File: src/rtl/mac2fifod.sv
// mac2fifod: copies a received UDP payload from the MAC rx buffer
// into the receive data FIFO, then signals done back to the MAC.
module mac2fifod #(
  parameter int ADDR_W    = 11,
  parameter int LEN_W     = 12,
  parameter int BASE_ADDR = 0,
  parameter int UDP_HDR   = 8,
  parameter int MAX_LEN   = 1472
) (
  input  logic              clk,
  input  logic              rst,
  input  logic              fs,
  output logic              fd,
  input  logic [15:0]       udp_rx_len,
  output logic [ADDR_W-1:0] udp_rx_addr,
  input  logic [7:0]        udp_rxd,
  output logic              fifod_txen,
  output logic [7:0]        fifod_txd,
  input  logic              fifod_full,
  output logic [LEN_W-1:0]  data_len,
  output logic              err
);

  typedef enum logic [2:0] {
    IDLE, LOAD, READ, DRAIN, DONE
  } state_t;

  state_t state, state_nx;

  logic [15:0]      len16;
  logic             len_bad;
  logic             len_zero;
  logic [LEN_W-1:0] rd_cnt;
  logic [LEN_W-1:0] wr_cnt;
  logic             vld;
  logic             skid_v;
  logic [7:0]       skid;
  logic             issue;
  logic             drained;

  assign len16    = udp_rx_len - 16'(UDP_HDR);
  assign len_bad  = (udp_rx_len < 16'(UDP_HDR)) ||
                    (len16 > 16'(MAX_LEN));
  assign len_zero = (len16 == 16'd0);

  // A read is only launched when its byte is sure to have a home.
  assign issue = (state == READ) &&
                 (rd_cnt != data_len) &&
                 !fifod_full && !skid_v;

  assign drained = (wr_cnt == data_len) && !skid_v && !vld;

  // The skid byte is older than any in-flight byte, so it goes first.
  assign fifod_txen = (vld || skid_v) && !fifod_full;
  assign fifod_txd  = fifod_txen ? (skid_v ? skid : udp_rxd)
                                 : 8'h00;
  assign fd = (state == DONE);

  // State register.
  always_ff @(posedge clk) begin
    if (!rst) state <= IDLE;
    else      state <= state_nx;
  end

  // Next-state selection.
  always_comb begin
    state_nx = state;
    unique case (state)
      IDLE:  if (fs) state_nx = LOAD;
      LOAD:  state_nx = (len_bad || len_zero) ? DONE : READ;
      READ:  if (rd_cnt == data_len) state_nx = DRAIN;
      DRAIN: if (drained) state_nx = DONE;
      DONE:  if (!fs) state_nx = IDLE;
      default: state_nx = IDLE;
    endcase
  end

  // Length capture, read address/count, write count and skid buffer.
  always_ff @(posedge clk) begin
    if (!rst) begin
      udp_rx_addr <= ADDR_W'(BASE_ADDR);
      data_len    <= '0;
      rd_cnt      <= '0;
      wr_cnt      <= '0;
      err         <= 1'b0;
      vld         <= 1'b0;
      skid_v      <= 1'b0;
      skid        <= 8'h00;
    end else begin
      err <= 1'b0;
      vld <= issue;
      if (state == LOAD) begin
        rd_cnt      <= '0;
        wr_cnt      <= '0;
        udp_rx_addr <= ADDR_W'(BASE_ADDR);
        if (len_bad) begin
          err      <= 1'b1;
          data_len <= '0;
        end else begin
          data_len <= len16[LEN_W-1:0];
        end
      end
      if (issue) begin
        udp_rx_addr <= udp_rx_addr + ADDR_W'(1);
        rd_cnt      <= rd_cnt + LEN_W'(1);
      end
      if (fifod_txen) wr_cnt <= wr_cnt + LEN_W'(1);
      if (skid_v && !fifod_full) begin
        skid_v <= 1'b0;
      end else if (vld && fifod_full) begin
        skid_v <= 1'b1;
        skid   <= udp_rxd;
      end
    end
  end

endmodule

File: config.mk
export PLATFORM = sky130hd
export DESIGN_NAME = mac2fifod
export DESIGN_NICKNAME = d
export VERILOG_FILES = /design/src/rtl/mac2fifod.sv
export SDC_FILE = /design/constraint.sdc
export NUM_CORES = 1
export LEC_CHECK = 0
export BUFFER_PORTS_ARGS = -buffer_cell sky130_fd_sc_hd__clkbuf_2
export CORE_MARGIN = 1.5
export CORE_UTILIZATION = 37
export DETAILED_ROUTE_END_ITERATION = 7
export HOLD_SLACK_MARGIN = 0.15
export SYNTH_ARGS = -nofsm -noshare
export SYNTH_HDL_FRONTEND = slang
export SYNTH_SLANG_ARGS = --single-unit
File: constraint.sdc
create_clock -name clk -period 2.78 [get_ports clk]
set_input_delay 0.556 -clock clk [delete_from_list [all_inputs] [get_ports clk]]
set_output_delay 0.556 -clock clk [all_outputs]
set_load 0.01 [all_outputs]
==> Word-level counts from Yosys, hierarchy flattened <==
Index checks and enable logic that the tools add are counted.
{ "op_classes": {"n_reduce_logical": 22, "n_eq_ne": 11, "n_bitwise": 2, "add_sub_neg": 4, "muxes": 15, "order_cmp": 2} }
{ "ops": {"columns": ["cell", "n"], "rows": [
  ["12-bit two-way mux", 4],
  ["12-bit by 1-bit adder with 12-bit output (second input constant)", 2],
  ["12-bit equality test", 2],
  ["11-bit two-way mux", 2],
  ["16-bit by 11-bit greater-than comparator with 1-bit output (second input constant)", 1],
  ["16-bit zero test", 1],
  ["16-bit by 4-bit less-than comparator with 1-bit output (second input constant)", 1],
  ["8-bit two-way mux", 2],
  ["16-bit by 4-bit subtractor with 16-bit output (second input constant)", 1],
  ["3-bit two-way mux", 5],
  ["3-bit case mux with 5 select lines", 1],
  ["12-bit inequality test", 1],
  ["11-bit by 1-bit adder with 11-bit output (second input constant)", 1],
  ["1-bit logical AND", 8],
  ["3-bit by 2-bit equality test with 1-bit output (second input constant)", 2],
  ["2-bit inequality test (second input constant)", 3],
  ["2-bit AND reduction", 2],
  ["4-bit AND reduction", 1],
  ["2-bit nonzero test", 2],
  ["3-bit by 1-bit equality test with 1-bit output (second input constant)", 1],
  ["3-bit equality test (second input constant)", 1],
  ["1-bit zero test", 3],
  ["3-bit zero test", 1],
  ["1-bit logical OR", 3],
  ["4 further kinds", 5]
]} }
{ "word_totals": {"wordCells": 65, "register_bits": 61} }

==> Logic depth before layout (Yosys ltp) <==
Gate-level depths: netlist of run 1.
{ "depth": {"word_depth": 6, "depth_mapped": 10, "ltp_nobuf": 8} }

==> Least setup slack after synthesis of run 1 <==
Ideal clock, no wire load.
{ "synth_timing": {"path_type": "input to register", "from": "in udp_rx_len[3]", "to": "reg data_len[4]", "path_slack_ns": 0.053, "path_stages": 10, "arrival_ns": 2.631, "required_time_ns": 2.684, "cell_sequence": "clkbuf_1 > inv_1 > ha_1 > buf_2 > or4b_4 > nor4_1 > xnor2_1 > o2111a_1 > nand2_4 > o41ai_2"} }
{ "synth_between": {"elab_chain_len": 4} }
{ "synth_lines": {"columns": ["item", "line_no", "rtl"], "rows": [
  ["start: declaration", "14", "input logic [15:0] udp_rx_len,"],
  ["16-bit by 4-bit subtractor with 16-bit output", "41", "assign len16 = udp_rx_len - 16'(UDP_HDR);"],
  ["16-bit by 11-bit greater-than comparator with 1-bit output", "43", "(len16 > 16'(MAX_LEN));"],
  ["1-bit logical OR", "42", "assign len_bad = (udp_rx_len < 16'(UDP_HDR)) ||"],
  ["12-bit two-way mux *", "96", "if (len_bad) begin"],
  ["end signal: assignment", "100", "data_len <= len16[LEN_W-1:0];"],
  ["end: declaration", "20", "output logic [LEN_W-1:0] data_len,"]
]} }
Mark *: on every way between the ends. The rest lies on a longest branch, timed or not.
A chain may end at the register's enable or synchronous reset.

==> Worst setup path after layout of run 1 <==
{ "layout_timing": {"from": "reg skid_v", "to": "out fifod_txen"} }
{ "layout_between": {"elab_chain_len": 2} }
{ "layout_lines": {"columns": ["item", "line_no", "rtl"], "rows": [
  ["start: declaration", "36", "logic skid_v;"],
  ["start signal: assignment", "87", "skid_v <= 1'b0;"],
  ["start signal: assignment", "109", "skid_v <= 1'b0;"],
  ["start signal: assignment", "111", "skid_v <= 1'b1;"],
  ["1-bit logical OR", "54", "assign fifod_txen = (vld || skid_v) && !fifod_full;"],
  ["1-bit logical AND", "54", null],
  ["end: declaration", "17", "output logic fifod_txen,"]
]} }
Every way passes these cells.

==> results of run 1 <==
-- worst min-delay path, stage by stage (launching register included) --
cell     delay (ps)
dfxtp_1         310
nand2_1          50
a21oi_1          50
-- routing by layer --
layer	wire length [um]	global-route usage, %	share of wire [%]
met2	4300	32.4	46
met5	0	0	0
met1	4350	25.1	47
met4	85	7.37	0.92
met3	507	4.16	5.5
-- cell usage after synthesis, drive strengths merged (5+ instances only) --
| library cell | n | area (um^2) |
|---|---|---|
| nor3 | 13 | 70.1 |
| a21oi | 28 | 140 |
| nand4 | 9 | 56.3 |
| nor4 | 7 | 43.8 |
| and3 | 11 | 68.8 |
| mux2i | 12 | 120 |
| clkbuf | 22 | 82.6 |
| inv | 5 | 18.8 |
| xnor2 | 21 | 184 |
| dfxtp | 61 | 1220 |
| o31ai | 5 | 37.5 |
| xor2 | 12 | 105 |
| o21ai | 13 | 68.8 |
| nor2 | 38 | 143 |
| nor2b | 7 | 43.8 |
| nand3 | 56 | 280 |
| nand2 | 39 | 154 |
| or3 | 11 | 68.8 |
| a31oi | 14 | 87.6 |
| buf | 6 | 36.3 |
-- cell families after synthesis --
family                     after synthesis  synth area share [%]
and+or+nand+nor                        214                  31.2
AOI/OAI and AO/OA                       84                  15.9
DFF                                     61                  34.5
buffers and inverters                   35                  4.10
xor gates and xnor gates                33                  8.16
muxes                                   16                  4.66
adders and majority gates                4                  1.41
-- power breakdown --
part | internal [mW] | switching, mW
clock network | 0.409 | 0.328
registers | 0.878 | 0.00643
logic | 0.0652 | 0.113
-- final timing paths --
path,endpoint,slack [ps],cells after the start
hold reg to reg,skid[1],450,2
hold / removal,skid[1],450,2
setup reg to reg,udp_rx_addr[10],590,5
setup / recovery,fifod_txen,350,3
-- repair_timing --
action,CTS,global route
buffers inserted,0,0
endpoints found under the hold margin,0,0
setup endpoints to repair,1,0
resized for setup,1,0
-- area by class of cell --
cell class | count | share of cell area, %
clock buffer | 13 | 3.32
clock inverter | 2 | 0.838
inverter | 7 | 0.629
multi-input combinational | 351 | 52.1
sequential | 61 | 29.2
tap | 129 | 3.86
timing repair buffer | 76 | 10.0
-- state kept, by name (all words and copies together) (netlist names) --
name	cells
state	3
rd_cnt	12
wr_cnt	12
data_len	12
vld	1
err	1
udp_rx_addr	11
skid	8
skid_v	1
-- through the flow --
stage / total power [mW] / hold slack, ps / setup slack (ps)
floorplan: 1.01 / 436 / 52.8
global placement: 1.08 / 444 / 179
detailed placement: 1.08 / 448 / 78.6
CTS: 1.82 / 449 / 308
global route: 1.89 / 457 / 198
finish: 1.80 / 453 / 350
==> run_results.csv, run 1 <==
group,metric,value,unit
layout,layout.cells.non_filler,639,
global_routing,grtUsageTotal,19.6,%
layout,final_cell_mix,"61 x dfxtp_1, 61 x clkbuf_2, 56 x nand3_1, 38 x nor2_1, 38 x nand2_1",
layout,stdcell_area,4180,um^2
hold_path,holdCritPathClass,"reg2reg",
outcome,status,"completed",
synthesis,syn-num-nets,479,
hold_path,hp-start,"skid[1]",
synthesis,avgSynthCellArea,7.92,um^2
clock_tree,numCtsBuffers,9,
sta,tightest_slew,662,ps
setup_path,critPathBufInv,2,
drt,num_vias,3457,
sta,fin_skew,7.53,ps
drt,post-route-drc-count,0,
placement,hpwl,6790,um
synthesis,yosysWarnings,0,
drt,antenna_left,0,
drt,drt_iter0_drc,174,
layout,seqCellArea,1220,um^2
setup_path,cp.arrival,1870,ps
setup_path,cpLargestDelayFamily,"buffers and inverters",
setup_path,critical-path-slowest-cell,"dfxtp_1",
layout,area_growth,18.0,%
layout,drive_gt1_share,20.8,%
placement,routabilityCongestion,0.855,
sta,fin_tns_setup,0,ps
layout,multi_input_area,2180,um^2
synthesis,synth_area,3540,um^2
clock_tree,cts_sinks,61,
global_routing,first_global_vias,3231,
layout,nets,538,
setup_path,rr_startpoint,"skid_v",
floorplan,core_area,9240,um^2
clock_tree,insertion_delay,340,ps
synthesis,synth_edf_count,0,
floorplan,initial_core_util,38.3,%
setup_path,worst-endpoint-required,2220,ps
power_and_ir_drop,p_leak,1.59,nW
synthesis,synth_flop_cell,"dfxtp_1",
setup_path,max_stage_delay,500,ps
clock_tree,clk_pin_slew,60,ps
clock_tree,cts_tree,"yes",
global_routing,antenna_found_initial,0,
setup_path,path_max_fanout,11,
sta,finalSetupViolations,0,
setup_path,crit_type,"reg2out",
synthesis,syn_inst,447,
placement,dp_cells,624,
drt,finalWirelength,9240,um
layout,nFillCells,956,
drt,avgRoutedWirePerCell,14.5,um
sta,min_period,2430,ps
sta,fmax,411,MHz
global_routing,grt_pass1_wl,15700,um
setup_path,critPathLaunchType,"register",
sta,maxSlewViolCount,0,
placement,portBuffers,61,
synthesis,synth_seq_area_share,34.5,%
floorplan,die_area,10200,um^2
floorplan,io_pins,62,
floorplan,die_h,101,um
sta,period_share,87.4,%
clock_tree,ctsHoldBuffers,0,
floorplan,die_x,101,um
layout,final_util,45.2,%
synthesis,async_reset_ff_share,0,%
sta,relSlewSlack,55.7,%
placement,placed_area,4000,um^2
drt,post_drt_via_cell_ratio,5.41,
sta,rsz0062_at_grt,"no",
clock_tree,cts_root_buf,"clkbuf_8",
global_routing,grt-ovfl-total,0,
clock_tree,htreeDepth,3,
global_routing,grt_max_degree,32,
synthesis,synth_cell_types,58,
setup_path,crit_path_start,"skid_v",
floorplan,rows,35,
power_and_ir_drop,peakVddDrop,0.000170,V
power_and_ir_drop,power_density,431,nW/um^2
sta,hold_violations,0,
clock_tree,cts_buffer_depth,2,
run,max_cap_viol_count,0,
setup_path,crit_chain,"o21bai_2, clkinv_1, clkbuf_2",
synthesis,ys_ff_latch,61,
drt,drt-pass1-iter-count,4,
setup_path,crit_path_end_kind,"primary output",
layout,diodes,0,
(Power assumes the default switching activity.)
==> run 2: changes to the inputs <==
--- a/config.mk
+++ b/config.mk
@@ -7,9 +7,10 @@
 export LEC_CHECK = 0
 export BUFFER_PORTS_ARGS = -buffer_cell sky130_fd_sc_hd__clkbuf_2
 export CORE_MARGIN = 1.5
-export CORE_UTILIZATION = 37
+export CORE_UTILIZATION = 51
 export DETAILED_ROUTE_END_ITERATION = 7
 export HOLD_SLACK_MARGIN = 0.15
+export PLACE_DENSITY = 0.77
 export SYNTH_ARGS = -nofsm -noshare
 export SYNTH_HDL_FRONTEND = slang
 export SYNTH_SLANG_ARGS = --single-unit
==> run 2 against run 1 <==
  * Critical path depth grew 6
  * Worst setup slack improved by 36 ps
  * Non-clock buffer count down 4
  * Flip-flop and latch count stayed put
  * Sequential power barely moved
  * Cell count is 8.1% lower
  * First-iteration DRC count is 5.2% higher
  * Largest power group is now clock
  * Clock skew hardly changed
  * Clock power up 30%
  * Via count rose by 0.43%
  * Design area fell by 0.60%
  * Combinational power decreased by 3%
==> run_results.csv, run 2 (synthesis results as in run 1) <==
group,metric,value,unit
setup_path,critPathBufInv,2,
layout,area_growth,17.3,%
setup_path,crit_type,"in2reg",
clock_tree,cts_root_buf,"clkbuf_8",
floorplan,rows,30,
layout,reg.largest.list,"data_len x12, rd_cnt x12, wr_cnt x12",
sta,fin_tns_setup,0,ps
drt,dr.max_layer_used,"met4",
placement,routabilityCongestion,0.881,
drt,finalWirelength,8770,um
clock_tree,ctsHoldBuffers,0,
drt,drt-pass1-iter-count,5,
clock_tree,insertion_delay,340,ps
layout,final_cell_mix,"61 x dfxtp_1, 61 x clkbuf_2, 56 x nand3_1, 38 x nor2_1, 38 x nand2_1",
sta,relSlewSlack,54.0,%
setup_path,cp.arrival,2630,ps
sta,fin_skew,7.57,ps
setup_path,path_max_fanout,9,
setup_path,critical-path-slowest-cell,"or4b_4",
sta,maxSlewViolCount,0,
layout,multi_input_area,2180,um^2
setup_path,cpLargestDelayFamily,"simple AND/OR/NAND/NOR gates",
clock_tree,clk_pin_slew,60,ps
floorplan,die_x,86.3,um
placement,hpwl,6130,um
sta,tightest_slew,683,ps
hold_path,holdCritPathClass,"reg2reg",
drt,num_vias,3472,
drt,avgRoutedWirePerCell,14.9,um
drt,wl_met1,4000,um
setup_path,max_stage_delay,490,ps
clock_tree,cts_buffer_depth,2,
power_and_ir_drop,peakVddDrop,0.000231,V
power_and_ir_drop,p_leak,1.61,nW
global_routing,antenna_found_initial,0,
layout,diodes,0,
sta,period_share,86.1,%
sta,hold_violations,0,
layout,nets,534,
power_and_ir_drop,power_density,485,nW/um^2
run,max_cap_viol_count,0,
clock_tree,htreeDepth,3,
drt,post_drt_via_cell_ratio,5.91,
placement,portBuffers,61,
drt,drt_iter0_drc,183,
floorplan,die_h,86.3,um
floorplan,die_area,7450,um^2
sta,min_period,2390,ps
global_routing,grt-ovfl-total,0,
drt,wl_met3,403,um
layout,seqCellArea,1220,um^2
clock_tree,cts_tree,"yes",
layout,drive_gt1_share,20.7,%
global_routing,grt_max_degree,32,
floorplan,core_area,6760,um^2
layout,nFillCells,611,
sta,layout_setup_ws,386,ps
global_routing,grtUsageTotal,24.2,%
setup_path,critPathLaunchType,"input port",
outcome,status,"completed",
sta,fmax,418,MHz
setup_path,rrSetupSlack,540,ps
setup_path,worst-endpoint-required,3010,ps
setup_path,crit_path_end_kind,"register",
floorplan,io_pins,62,
floorplan,initial_core_util,52.4,%
drt,post-route-drc-count,0,
sta,finalSetupViolations,0,
global_routing,grt_pass1_wl,14500,um
clock_tree,numCtsBuffers,9,
sta,rsz0062_at_grt,"no",
drt,wl_met2,4180,um
clock_tree,cts_sinks,61,
placement,dp_slack,92.2,ps
drt,antenna_left,0,
setup_path,crit_chain,"clkbuf_2, inv_1, ha_1, or4b_4, nor4_1, xnor2_1, o2111a_1, nand2_4, o31ai_1",
global_routing,first_global_vias,3124,
-- run 2: cell types whose count changed in the layout (fill, tap and decap cells not counted), sizes merged --
cell,delta
clkbuf,-1
bufinv,+2
buf,-4
-- run 2: final cells by class --
class,count,share of cell area [%]
multi-input combinational,351,52.4
tap,80,2.41
timing repair buffer,72,9.34
inverter,7,0.633
clock buffer,12,3.49
sequential,61,29.4
clock inverter,4,2.29
-- run 2: timing repair --
item | in CTS | in global routing
buffers inserted | 0 | 0
gates resized for setup | 0 | 1
endpoints found under the setup margin | 0 | 1
-- run 2: power breakdown --
part / total, mW / switching (mW) / internal [mW]
combinational: 0.172 / 0.110 / 0.0612
clock: 0.959 / 0.340 / 0.620
sequential: 0.885 / 0.00652 / 0.878
-- run 2: layer usage --
metal  vias up  GRT usage [%]
met2       112           39.1
li1       1738              -
met3        18           3.81
met5         -              0
met4         0           11.4
met1      1604           31.8
-- run 2: tightest hold or removal path, cell delays in order (launching register included) --
cell,delay [ps]
dfxtp_1,310
nand2_1,50
a21oi_1,50
-- run 2: stage by stage --
stage	util, %	area, um^2	instances	total power [mW]	hold WS [ps]
finish	61.5	4150	587	2.02	455
global route	61.5	4150	587	2.07	468
CTS	61.4	4150	587	2.02	456
detailed placement	57.9	3910	571	1.07	448
global placement	57.9	3910	571	1.07	444
floorplan	-	3540	447	1.01	436
-- run 2: path summary, 6_finish.rpt --
path,startpoint,cells past startpoint,to
max,udp_rx_len[4],9,data_len[8]
min,skid[6],2,skid[6]
max reg2reg,data_len[2],6,rd_cnt[3]
min reg2reg,skid[6],2,skid[6]
